--- config.mk ---
export PLATFORM = sky130hd
export DESIGN_NAME = mmc1_serial_loader_flat
export DESIGN_NICKNAME = d
export VERILOG_FILES = /design/src/rtl/mmc1_serial_loader_if.sv /design/src/rtl/mmc1_serial_loader.sv /design/src/flat_wrapper.sv
export SDC_FILE = /design/constraint.sdc
export NUM_CORES = 1
export LEC_CHECK = 0
export BUFFER_PORTS_ARGS = -buffer_cell sky130_fd_sc_hd__buf_2
export CORE_MARGIN = 5
export CORE_UTILIZATION = 45
export CTS_BUF_LIST = sky130_fd_sc_hd__clkbuf_16
export DETAILED_ROUTE_END_ITERATION = 7
export HOLD_SLACK_MARGIN = 0.12
export PLACE_DENSITY = 0.73
export SLEW_MARGIN = 40
export SYNTH_ARGS = -nofsm -noshare
export SYNTH_HDL_FRONTEND = slang
export SYNTH_SLANG_ARGS = --single-unit
export TNS_END_PERCENT = 20
--- constraint.sdc ---
create_clock -name m2 -period 4.8 [get_ports m2]
set_clock_uncertainty 0.2 [all_clocks]
set_input_delay 0.24 -clock m2 [delete_from_list [all_inputs] [get_ports m2]]
set_output_delay 0.24 -clock m2 [all_outputs]
set_load 0.02 [all_outputs]
--- src/rtl/mmc1_serial_loader_if.sv ---
// CPU-side bus seen by the MMC1 serial loader: ROM select, R/W, A14:A13 and data.
// The CPU model drives it through master; the loader samples it through slave.
interface mmc1_serial_loader_if;
    logic       cpu_ce;
    logic       cpu_rw;
    logic [1:0] cpu_addr;
    logic [7:0] cpu_dat;

    modport master (
        output cpu_ce,
        output cpu_rw,
        output cpu_addr,
        output cpu_dat
    );

    modport slave (
        input cpu_ce,
        input cpu_rw,
        input cpu_addr,
        input cpu_dat
    );
endinterface

--- src/rtl/mmc1_serial_loader.sv ---
// MMC1 serial register loader: filters CPU writes to $8000-$FFFF, assembles the
// 5-write LSB-first shift and presents four 5-bit control registers plus load strobes.
module mmc1_serial_loader #(
    parameter logic [4:0] R0_RST     = 5'b01100,
    parameter logic [4:0] R1_RST     = 5'b00000,
    parameter logic [4:0] R2_RST     = 5'b00000,
    parameter logic [4:0] R3_RST     = 5'b10000,
    parameter bit         RMW_FILTER = 1'b1
) (
    input  logic                       m2,
    input  logic                       map_rst,
    mmc1_serial_loader_if.slave        cpu,
    output logic [4:0]                 r0,
    output logic [4:0]                 r1,
    output logic [4:0]                 r2,
    output logic [4:0]                 r3,
    output logic                       wr_stb,
    output logic [1:0]                 wr_sel,
    output logic                       rst_stb,
    output logic [2:0]                 ctr,
    output logic [3:0]                 buff
);

    // Counts of 5..7 cannot occur, but are handled as a full shift if ever present.
    function automatic logic ctr_full(input logic [2:0] c);
        return (c >= 3'd4);
    endfunction

    function automatic logic [3:0] shift_in(input logic [3:0] b, input logic bit_in);
        return {bit_in, b[3:1]};
    endfunction

    logic       acc_p0;
    logic       accept_p0;
    logic       prev_acc;
    logic       unused_dat;

    logic [4:0] reg_q [4];
    logic [4:0] reg_d [4];
    logic [2:0] ctr_q,     ctr_d;
    logic [3:0] buff_q,    buff_d;
    logic       wr_stb_q,  wr_stb_d;
    logic [1:0] wr_sel_q,  wr_sel_d;
    logic       rst_stb_q, rst_stb_d;

    assign unused_dat = ^cpu.cpu_dat[6:1];

    // Stage p0: decode the bus cycle; the second of back-to-back writes is dropped when filtering.
    assign acc_p0    = !cpu.cpu_ce && !cpu.cpu_rw;
    assign accept_p0 = acc_p0 && (!RMW_FILTER || !prev_acc);

    always_comb begin
        reg_d     = reg_q;
        ctr_d     = ctr_q;
        buff_d    = buff_q;
        wr_stb_d  = 1'b0;
        wr_sel_d  = wr_sel_q;
        rst_stb_d = 1'b0;

        if (accept_p0) begin
            if (cpu.cpu_dat[7]) begin
                ctr_d           = 3'd0;
                buff_d          = 4'd0;
                reg_d[0][3:2]   = 2'b11;
                rst_stb_d       = 1'b1;
            end else if (!ctr_full(ctr_q)) begin
                buff_d = shift_in(buff_q, cpu.cpu_dat[0]);
                ctr_d  = ctr_q + 3'd1;
            end else begin
                reg_d[cpu.cpu_addr] = {cpu.cpu_dat[0], buff_q};
                ctr_d               = 3'd0;
                buff_d              = 4'd0;
                wr_stb_d            = 1'b1;
                wr_sel_d            = cpu.cpu_addr;
            end
        end
    end

    // Stage p1: all state commits on the falling edge of m2.
    always_ff @(negedge m2 or posedge map_rst) begin
        if (map_rst) begin
            reg_q[0]  <= R0_RST;
            reg_q[1]  <= R1_RST;
            reg_q[2]  <= R2_RST;
            reg_q[3]  <= R3_RST;
            ctr_q     <= 3'd0;
            buff_q    <= 4'd0;
            prev_acc  <= 1'b0;
            wr_stb_q  <= 1'b0;
            wr_sel_q  <= 2'd0;
            rst_stb_q <= 1'b0;
        end else begin
            reg_q     <= reg_d;
            ctr_q     <= ctr_d;
            buff_q    <= buff_d;
            prev_acc  <= acc_p0;
            wr_stb_q  <= wr_stb_d;
            wr_sel_q  <= wr_sel_d;
            rst_stb_q <= rst_stb_d;
        end
    end

    assign r0      = reg_q[0];
    assign r1      = reg_q[1];
    assign r2      = reg_q[2];
    assign r3      = reg_q[3];
    assign ctr     = ctr_q;
    assign buff    = buff_q;
    assign wr_stb  = wr_stb_q;
    assign wr_sel  = wr_sel_q;
    assign rst_stb = rst_stb_q;

endmodule

--- src/flat_wrapper.sv ---
// flat-port wrapper written by rule: the top's interface ports become plain ports
module mmc1_serial_loader_flat 
#(
    parameter logic [4:0] R0_RST     = 5'b01100,
    parameter logic [4:0] R1_RST     = 5'b00000,
    parameter logic [4:0] R2_RST     = 5'b00000,
    parameter logic [4:0] R3_RST     = 5'b10000,
    parameter bit         RMW_FILTER = 1'b1
)
  (m2, map_rst, r0, r1, r2, r3, wr_stb, wr_sel, rst_stb, ctr, buff, cpu_cpu_ce, cpu_cpu_rw, cpu_cpu_addr, cpu_cpu_dat);
  mmc1_serial_loader_if cpu_i ();
  input  logic m2;
  input  logic map_rst;
  output logic [4:0] r0;
  output logic [4:0] r1;
  output logic [4:0] r2;
  output logic [4:0] r3;
  output logic wr_stb;
  output logic [1:0] wr_sel;
  output logic rst_stb;
  output logic [2:0] ctr;
  output logic [3:0] buff;
  input wire logic [$bits(cpu_i.cpu_ce)-1:0] cpu_cpu_ce;
  input wire logic [$bits(cpu_i.cpu_rw)-1:0] cpu_cpu_rw;
  input wire logic [$bits(cpu_i.cpu_addr)-1:0] cpu_cpu_addr;
  input wire logic [$bits(cpu_i.cpu_dat)-1:0] cpu_cpu_dat;
  assign cpu_i.cpu_ce = cpu_cpu_ce;
  assign cpu_i.cpu_rw = cpu_cpu_rw;
  assign cpu_i.cpu_addr = cpu_cpu_addr;
  assign cpu_i.cpu_dat = cpu_cpu_dat;
  mmc1_serial_loader #(.R0_RST(R0_RST), .R1_RST(R1_RST), .R2_RST(R2_RST), .R3_RST(R3_RST), .RMW_FILTER(RMW_FILTER)) u_core (.m2(m2), .map_rst(map_rst), .cpu(cpu_i), .r0(r0), .r1(r1), .r2(r2), .r3(r3), .wr_stb(wr_stb), .wr_sel(wr_sel), .rst_stb(rst_stb), .ctr(ctr), .buff(buff));
endmodule
Word level (Yosys, flattened, before mapping)
Cells that the tools add are included.
{"block": "word_totals", "out_inout_bits": 31, "word_cells": 40, "input_bits": 14, "register_bits": 32}
{"block": "classes", "n_reduce_logical": 9, "mux": 14, "bitwise_logic": 2, "n_lt_le_gt_ge": 3, "addsub": 1}
{"cell": "$bwmux W20", "count": 1}
{"cell": "$mux W19", "count": 1}
{"cell": "$demux W5 S2", "count": 1}
{"cell": "$mux W4", "count": 2}
{"cell": "$ge A3 B3 Y1 const B", "count": 2}
{"cell": "$mux W3", "count": 2}
{"cell": "$mux W1", "count": 5}
{"cell": "$mux W5", "count": 1}
{"cell": "$add A3 B1 Y3 const B", "count": 1}
{"cell": "$logic_and A1 B1 Y1", "count": 3}
{"cell": "$logic_not A1 Y1", "count": 3}
{"cell": "$lt A3 B1 Y1 const B", "count": 1}
{"cell": "$not A2 Y3", "count": 1}
{"cell": "$reduce_and A3 Y1", "count": 1}
{"cell": "$mux W2", "count": 1}
{"cell": "$reduce_and A2 Y1", "count": 1}
{"cell": "$reduce_bool A2 Y1", "count": 1}
{"cell": "$not A1 Y1", "count": 1}

Depth between registers and ports, before layout
{"block": "logic_depth", "ltp_word": 8, "mapped_depth": 4, "depth_no_buf": 4}

==> flow_metrics.tcl <==
set metrics [dict create \
    clk_pin_slew_ns 0.04 \
    synthesis.nets 118 \
    ctsRootBufferMaster "clkbuf_16" \
    synth_edf_count 0 \
    cts_tree "built" \
    synthArstFlopShare 1.00 \
    yosysSeqAreaShare 0.611 \
    syn_to_final_growth_pct 30.6 \
    hold_class "reg -> reg" \
    route.detailed.drc 0 \
    synth_seq_cells 32 \
    drive_gt1_frac 0.507 \
    max-slew-margin-rel 0.673 \
    placementRows 19 \
    end_kind "register" \
    postCtsHoldBufs 0 \
    dp_hpwl_um 2060 \
    met2WireLength_um 1370 \
    grt_pass1_wl_um 4860 \
    p_leak_uw 0.000954 \
    outcome "finished, final reports clean" \
    cts_htree_levels 2 \
    cp.required_ns 2.34 \
    tns_ns 0 \
    cts_buffers 5 \
    yosysTopAreaCellShare 0.551 \
    grt_max_degree 14 \
    ys.flop_type "dfrtn_1" \
    yosysMostFrequentCell "dfrtn_1" \
    tightest_slew_ns 0.486 \
    ir_drop_uv 342 \
    syn-cell-area_mm2 0.00132 \
    drtPass1Iterations 4 \
    routed_wl_um 2710 \
    routed-via-count 937 \
    core_area_mm2 0.00278 \
    syn_inst 102 \
    grt_overflow 0 \
    synth_top_area_cell "dfrtn_1" \
    wl_met1_um 1140 \
    initial_core_util 0.473 \
    setup.worst_path.class "in -> reg" \
    drv_slew 0 \
    cts_setup_buffers 0 \
    power_density_mw_per_mm2 399 \
    antenna_found_initial 0 \
    worstPathArrival_ns 1.69 \
    cts_resized 0 \
    met3WireLength_um 175 \
    nets 167 \
    synthTopCellsByCount "dfrtn_1, mux2_2, nand2_1, nand3_1, inv_1" \
    yosysWarnings 0 \
    top_layer_used "met4" \
    avgSynthCellArea_um2 12.9 \
    setup_viol 0 \
    drt_iter0_drc 25 \
    chipHeight_um 64.1 \
    grt_pass1_vias 1010 \
    die-area_mm2 0.00411 \
    totalPowerFinal_uw 686 \
    finalHoldViolCount 0 \
    io_buffers 38 \
    wire_per_inst_um 14.8 \
    routed_via_density 5.12 \
    top_level_ports 45 \
    maxCapViolCount 0 \
    cts_buffer_depth 2 \
    place_congestion 0.739 \
    antenna_cells 0 \
    route.antenna.remaining_nets 0 \
    crit_fanout 7 \
    rsz0062_at_grt "no" \
    startpoint_type "primary input" \
    die_x_um 64.1 \
    ys_top_cells_by_area "dfrtn_1, mux2_2, dfstp_2" \
    ys_types 21 \
    insertion_delay_ns 0.30 \
    gr-usage-all-layers 0.150 \
    cts.sinks 32 \
]
[worst paths after layout]
path                                 start            end  slack, ns  cells past startpoint
max in group asynchronous          map_rst   u_core.r0[3]       1.73                      3
min                           u_core.r3[1]   u_core.r3[1]       0.25                      1
max                         cpu_cpu_dat[7]   u_core.r2[3]       0.65                      4
min reg2reg                   u_core.r3[1]   u_core.r3[1]       0.25                      1
min in group asynchronous          map_rst  u_core.ctr[2]       2.01                      2
max reg2reg                u_core.prev_acc   u_core.r2[3]       2.88                      3
[final cells by class]
| class | instances | area, µm² |
|---|---|---|
| tap | 31 | 38.8 |
| multi-input combinational | 64 | 489 |
| timing repair buffer | 41 | 213 |
| sequential | 32 | 805 |
| inverter | 4 | 15.0 |
| clock buffer | 5 | 125 |
| fill | 227 | 1060 |
| clock inverter | 6 | 33.8 |
[stage by stage]
step           hold WS [ns]  worst slack, ns  cells  cell area, µm²   util
2_1_floorplan         0.334            0.604    102            1320      -
3_3_place_gp          0.244            0.345    173            1560  0.562
3_5_place_dp          0.253            0.332    173            1560  0.562
4_1_cts               0.254            0.633    183            1720  0.618
5_1_grt               0.272            0.591    183            1720  0.618
6_report              0.251            0.653    183            1720  0.618
[where the power goes]
part           switching [µW]  internal (µW)  leakage [µW]
registers                13.6            288      0.000431
logic                    45.0           24.3      0.000437
clock network             119            196     0.0000863
total                     178            508      0.000954
[layout by cell type (no fill, tap or decap), drive strengths merged, types with 2 or more instances in the layout]
master and instances:
dfstp 3, clkbuf 5, inv 8, nor2 4, mux2 20, nor3 5, o21ai 3, buf 41
ha 2, nand3 6, nand2 16, dfrtn 29
[cell families after synthesis]
kind of cell,count (synthesis),synth area share
simple gates,37,0.158
fa+ha+maj,2,0.0190
flops,32,0.611
mux,20,0.171
buf+inv,6,0.0171
compound gates,5,0.0238
[registers in the layout (all words and copies together) (netlist names)]
signal,count
u_core.ctr,3
u_core.rst_stb,1
u_core.r0,5
u_core.wr_stb,1
u_core.r2,5
u_core.buff,4
u_core.prev_acc,1
u_core.r3,5
u_core.r1,5
u_core.wr_sel,2
[metal layers]
layer / vias up / GRT usage
met5: - / 0
met4: 0 / 0.0468
met3: 4 / 0.0560
met2: 26 / 0.249
met1: 457 / 0.182
li1: 450 / -
[worst max-delay path: stages]
cell	delay, ns
buf_2	0.14
or4_4	0.60
nor3_4	0.34
mux2_2	0.37
No activity file was read; power rests on OpenSTA's default activity.
